$ cat src/rtl/tpu_result_drainer.sv
// Drains consecutive Output Buffer rows and serializes them into valid/ready stream beats.
// Optional stall-cycle counter enabled by defining DRAIN_PERF_CNT_EN.
module tpu_result_drainer #(
  parameter int SYSTOLIC_ARRAY_WIDTH = 16,
  parameter int DATA_WIDTH_ACCUM     = 32,
  parameter int ADDR_WIDTH           = 10,
  parameter int BEAT_WORDS           = 4
) (
  input  logic                                   clk,
  input  logic                                   rst,
  input  logic                                   start_in,
  input  logic [ADDR_WIDTH-1:0]                  base_addr_in,
  input  logic [ADDR_WIDTH:0]                    num_rows_in,
  output logic                                   busy_out,
  output logic                                   done_out,
  output logic [ADDR_WIDTH-1:0]                  ob_rd_addr_out,
  output logic                                   ob_rd_en_out,
  input  logic [DATA_WIDTH_ACCUM-1:0]            ob_rd_data_in [SYSTOLIC_ARRAY_WIDTH],
  output logic [BEAT_WORDS*DATA_WIDTH_ACCUM-1:0] m_tdata_out,
  output logic                                   m_tvalid_out,
  input  logic                                   m_tready_in,
  output logic                                   m_tlast_out
`ifdef DRAIN_PERF_CNT_EN
  ,
  output logic [31:0]                            stall_cycles_out
`endif
);

  localparam int W     = SYSTOLIC_ARRAY_WIDTH;
  localparam int DW    = DATA_WIDTH_ACCUM;
  localparam int NB    = W / BEAT_WORDS;
  localparam int BC_W  = (NB > 1) ? $clog2(NB) : 1;
  localparam int IDX_W = (W > 1) ? $clog2(W) : 1;

  typedef enum logic [2:0] {S_IDLE, S_READ, S_CAPTURE, S_SEND, S_DONE} state_t;

  state_t                r_state;
  state_t                w_state_next;
  logic [ADDR_WIDTH-1:0] r_base;
  logic [ADDR_WIDTH:0]   r_num_rows;
  logic [ADDR_WIDTH:0]   r_row_cnt;
  logic [BC_W-1:0]       r_beat_cnt;
  logic [DW-1:0]         r_row [W];

  logic w_accept;
  logic w_fire;
  logic w_last_beat;
  logic w_last_row;

  assign w_accept    = (r_state == S_IDLE) && start_in;
  assign w_fire      = (r_state == S_SEND) && m_tready_in;
  assign w_last_beat = (r_beat_cnt == BC_W'(NB - 1));
  // Row counter is one bit wider than the address so a full 2^ADDR_WIDTH drain terminates.
  assign w_last_row  = (r_row_cnt == r_num_rows - (ADDR_WIDTH+1)'(1));

  always_ff @(posedge clk) begin
    if (rst) r_state <= S_IDLE;
    else     r_state <= w_state_next;
  end

  always_comb begin
    w_state_next = r_state;
    case (r_state)
      S_IDLE: begin
        if (start_in) w_state_next = (num_rows_in == '0) ? S_DONE : S_READ;
      end
      S_READ:    w_state_next = S_CAPTURE;
      S_CAPTURE: w_state_next = S_SEND;
      S_SEND: begin
        if (w_fire && w_last_beat) w_state_next = w_last_row ? S_DONE : S_READ;
      end
      S_DONE:    w_state_next = S_IDLE;
      default:   w_state_next = S_IDLE;
    endcase
  end

  always_ff @(posedge clk) begin
    if (rst) begin
      r_base     <= '0;
      r_num_rows <= '0;
      r_row_cnt  <= '0;
      r_beat_cnt <= '0;
    end else begin
      if (w_accept && (num_rows_in != '0)) begin
        r_base     <= base_addr_in;
        r_num_rows <= num_rows_in;
        r_row_cnt  <= '0;
        r_beat_cnt <= '0;
      end
      if (r_state == S_CAPTURE) r_beat_cnt <= '0;
      if (w_fire) begin
        if (!w_last_beat)    r_beat_cnt <= r_beat_cnt + BC_W'(1);
        else if (!w_last_row) r_row_cnt <= r_row_cnt + (ADDR_WIDTH+1)'(1);
      end
    end
  end

  generate
    for (genvar gi = 0; gi < W; gi++) begin : g_row
      always_ff @(posedge clk) begin
        if (rst)                        r_row[gi] <= '0;
        else if (r_state == S_CAPTURE)  r_row[gi] <= ob_rd_data_in[gi];
      end
    end

    for (genvar gi = 0; gi < BEAT_WORDS; gi++) begin : g_beat
      logic [IDX_W-1:0] w_idx;
      assign w_idx = IDX_W'(r_beat_cnt) * IDX_W'(BEAT_WORDS) + IDX_W'(gi);
      assign m_tdata_out[gi*DW +: DW] = r_row[w_idx];
    end
  endgenerate

  // Address wraps silently modulo the buffer depth.
  assign ob_rd_addr_out = r_base + r_row_cnt[ADDR_WIDTH-1:0];
  assign ob_rd_en_out   = (r_state == S_READ);
  assign busy_out       = (r_state == S_READ) || (r_state == S_CAPTURE) || (r_state == S_SEND);
  assign done_out       = (r_state == S_DONE);
  assign m_tvalid_out   = (r_state == S_SEND);
  assign m_tlast_out    = (r_state == S_SEND) && w_last_beat && w_last_row;

`ifdef DRAIN_PERF_CNT_EN
  logic [31:0] r_stall_cnt;

  always_ff @(posedge clk) begin
    if (rst || w_accept)
      r_stall_cnt <= '0;
    else if ((r_state == S_SEND) && !m_tready_in && (r_stall_cnt != 32'hFFFF_FFFF))
      r_stall_cnt <= r_stall_cnt + 32'd1;
  end

  assign stall_cycles_out = r_stall_cnt;
`endif

endmodule

$ cat config.mk
export PLATFORM = sky130hd
export DESIGN_NAME = tpu_result_drainer
export DESIGN_NICKNAME = d
export VERILOG_FILES = /design/src/rtl/tpu_result_drainer.sv
export SDC_FILE = /design/constraint.sdc
export NUM_CORES = 1
export LEC_CHECK = 0
export BUFFER_PORTS_ARGS = -buffer_cell sky130_fd_sc_hd__buf_2
export CAP_MARGIN = 20
export CORE_AREA = 2 2 266 268
export CTS_CLUSTER_DIAMETER = 200
export DETAILED_ROUTE_END_ITERATION = 8
export DIE_AREA = 0 0 268 270
export PLACE_DENSITY = 0.58
export REMOVE_ABC_BUFFERS = 1
export SYNTH_ARGS = -nofsm -noshare
export SYNTH_HDL_FRONTEND = slang
export SYNTH_SLANG_ARGS = --single-unit
$ cat constraint.sdc
create_clock -name clk -period 48.8 [get_ports clk]
set_input_delay 4.88 -clock clk [delete_from_list [all_inputs] [get_ports clk]]
set_output_delay 4.88 -clock clk [all_outputs]
set_load 0.005 [all_outputs]
==> qor.json <==
{
  "pwr": {
    "switching_power_w": 0.000250,
    "total_power_w": 0.00111,
    "power.share.combinational": 0.083,
    "power.density_nw_per_um2": 36.4,
    "seq_power_share": 0.509,
    "power.internal_w": 0.000862,
    "power.share.switching": 0.225,
    "max-vdd-ir-drop_uv": 27.8,
    "p_leak_nw": 12.3,
    "clkPwrFrac": 0.408
  },
  "timing": {
    "slew_violations": 0,
    "finalCriticalPeriod_ps": 8390,
    "maxClockFrequency_ghz": 0.119,
    "worst_pin_slew_ps": 1090,
    "setup_tns_ps": 0,
    "report.final.hold_viol_count": 0,
    "setup_violations": 0,
    "timing.final.crit_share": 0.172,
    "rsz0062_at_grt": "false",
    "max_slew_margin": 0.272,
    "skew_ps": 18.4
  },
  "place": {
    "io_buffers": 679,
    "globalplace.congestion": 0.841,
    "half_perimeter_wire_length_after_detailed_placement_mm": 47.1
  },
  "outcome": {
    "outcome": "complete, no violations"
  },
  "clock_network": {
    "cts.path.max_buffers": 3,
    "cts_num_sinks": 549,
    "clock_latency_ps": 640,
    "hold_buffers": 0,
    "post_cts.repair.setup_buffers": 0,
    "clk_root_buffer_cell": "sky130_fd_sc_hd__clkbuf_16",
    "count_of_h_tree_levels_built_during_cts": 2,
    "cts_made_buffers": 61,
    "clock_pin_slew_reported_for_the_worst_setup_and_hold_paths_after_clock_tree_synthesis_ps": 60,
    "resized_cells_post_cts": 0,
    "tritoncts_clock_tree": "built"
  },
  "setup_path": {
    "timing.setup.critical_path_class": "reg -> out",
    "worstSetupStartpointType": "flop",
    "crit_end_element": "primary output",
    "worst-path-max-fanout": 39,
    "worst-endpoint-required_ps": 43920,
    "arrival_time_at_the_worst_endpoint_ps": 3510
  },
  "final_layout": {
    "area_growth_pct": 26.5,
    "utilization": 0.440,
    "final_layout_size_suffix_gt1_frac": 0.416,
    "num-nets-final": 2752
  },
  "die": {
    "placement_rows": 97,
    "die-area_um2": 72400,
    "io_pins": 680,
    "die_w_um": 268,
    "die_h_um": 270,
    "floorplan.initialDensity": 0.348,
    "core_um2": 69500
  },
  "yosys": {
    "yosys_reg_bits": 549,
    "synth.yosys.warnings": 0,
    "dominantRegCellSynth": "sky130_fd_sc_hd__edfxtp_1",
    "synth_sequential_area_ratio": 0.667,
    "synth_area_per_cell_um2": 15.7,
    "cell_area_synth_um2": 24200,
    "synth_edf_count": 512,
    "post_synth_inst_count": 1541,
    "synth_cell_type_count": 50,
    "synthArstFlopShare": 0
  },
  "routing": {
    "drt-initial-drc-count": 1034,
    "total_via_count_after_detailed_routing": 15100,
    "post_drt_wl_per_cell_um": 20.6,
    "routed_via_density": 4.72,
    "drtAntennaViolNets": 0,
    "drcViolationCount": 0,
    "totalWireLength_mm": 66.2,
    "dr.pass1.iters": 6
  },
  "grt": {
    "vias_in_the_first_global_route": 15700,
    "grt.total_usage": 0.178,
    "largest_net_degree_at_the_start_of_global_routing": 145,
    "globalRoute.totalOverflow": 0,
    "grt_pass1_wl_mm": 97.1,
    "number_of_antenna_violations_at_the_first_check_in_global_routing": 29
  },
  "job": {
    "max_cap_violations": 0
  },
  "min_path": {
    "hold_class": "reg -> reg"
  }
}
## power by group through the flow
stage                     clock (W)  combinational, W  sequential, W
after global routing       0.000483          0.000101       0.000569
after floorplan                   0         0.0000483       0.000621
final                      0.000454         0.0000919       0.000566
after CTS                  0.000465         0.0000928       0.000566
after global placement            0         0.0000911       0.000574
after detailed placement          0         0.0000923       0.000576
## per-layer routing
layer / global-route usage / part of all wire
met3: 0.0504 / 0.074
met1: 0.208 / 0.38
met5: 0 / 0.0030
met2: 0.319 / 0.52
met4: 0.0431 / 0.018
## area by class of cell
| class | count | area [um^2] |
|---|---|---|
| Inverter | 8 | 30.0 |
| Clock inverter | 38 | 364 |
| Tap cell | 940 | 1180 |
| Clock buffer | 75 | 1600 |
| Antenna cell | 17 | 42.5 |
| Fill cell | 6435 | 39000 |
| Timing Repair Buffer | 700 | 3620 |
| Sequential cell | 549 | 16100 |
| Multi-Input combinational cell | 882 | 7630 |
## worst max-delay path, cell delays in order, from the launching register on
cell and delay (ps):
sky130_fd_sc_hd__dfxtp_4 570, sky130_fd_sc_hd__buf_4 670, sky130_fd_sc_hd__buf_4 790, sky130_fd_sc_hd__mux4_2 600
sky130_fd_sc_hd__buf_2 150
## cells in the final DEF, fill, tap and decap left out, drive strengths merged, types with 9 or more instances in the layout
cell type,instances
clkinv,27
nand2,54
inv,12
dfxtp,37
mux4,128
nand3,19
nor3,12
nor2,12
edfxtp,512
and2,514
ha,12
xnor2,13
diode,17
clkbuf,75
a21oi,30
buf,700
a31oi,9
## cell usage after synthesis, types with 5 or more instances
master                     count  area, um^2
sky130_fd_sc_hd__nand4_1       8        50.1
sky130_fd_sc_hd__xor2_1        7        61.3
sky130_fd_sc_hd__nand2_1      54         203
sky130_fd_sc_hd__nand3_1      19        95.1
sky130_fd_sc_hd__buf_1        12        45.0
sky130_fd_sc_hd__mux4_2      128        2880
sky130_fd_sc_hd__a21oi_1      30         150
sky130_fd_sc_hd__nor2_1       12        45.0
sky130_fd_sc_hd__and2_1      514        3220
sky130_fd_sc_hd__dfxtp_1      37         741
sky130_fd_sc_hd__a31oi_1       9        56.3
sky130_fd_sc_hd__o21ai_0       6        30.0
sky130_fd_sc_hd__nor3_1       12        60.1
sky130_fd_sc_hd__or3_2         5        37.5
sky130_fd_sc_hd__or3b_1        7        61.3
sky130_fd_sc_hd__edfxtp_1    512       15400
sky130_fd_sc_hd__ha_1         12         150
sky130_fd_sc_hd__inv_1         8        30.0
sky130_fd_sc_hd__clkbuf_1     85         319
sky130_fd_sc_hd__xnor2_1      13         114
## sequential cells by signal, indices dropped and copies added, names as in the netlist
register and flops:
r_num_rows 11, r_base 10, r_row_cnt 11, r_beat_cnt 2, r_row 512, r_state 3
## per-stage QoR
step | instance area (um^2) | setup slack, ps | std cells | hold slack [ps]
final | 30600 | 40410 | 3209 | 465
after floorplan | 23700 | 10590 | 1439 | 435
after detailed placement | 28500 | 39890 | 3076 | 459
after global routing | 30600 | 40060 | 3200 | 493
after global placement | 28500 | 40040 | 3076 | 450
after CTS | 30500 | 40200 | 3189 | 470
## cells by family (layout without fill, tap and decap cells)
group / Yosys count / after routing / synth area share
AOI/OAI and AO/OA: 61 / 61 / 0.0160
xor gates and xnor gates: 20 / 20 / 0.00725
adders and majority gates: 13 / 13 / 0.00704
buffers and inverters: 110 / 821 / 0.0189
DFF: 549 / 549 / 0.667
muxes: 129 / 129 / 0.120
other: 0 / 17 / 0
and+or+nand+nor: 659 / 659 / 0.165
## final timing paths
kind / cells past startpoint / from / endpoint / slack, ps
setup / recovery: 4 / r_beat_cnt[0] / m_tdata_out[117] / 40410
hold reg to reg: 2 / r_base[7] / r_base[7] / 460
setup reg to reg: 5 / r_state[1] / r_row[4][11] / 44980
hold / removal: 2 / r_base[7] / r_base[7] / 460
Power figures use the tool's default switching activity.
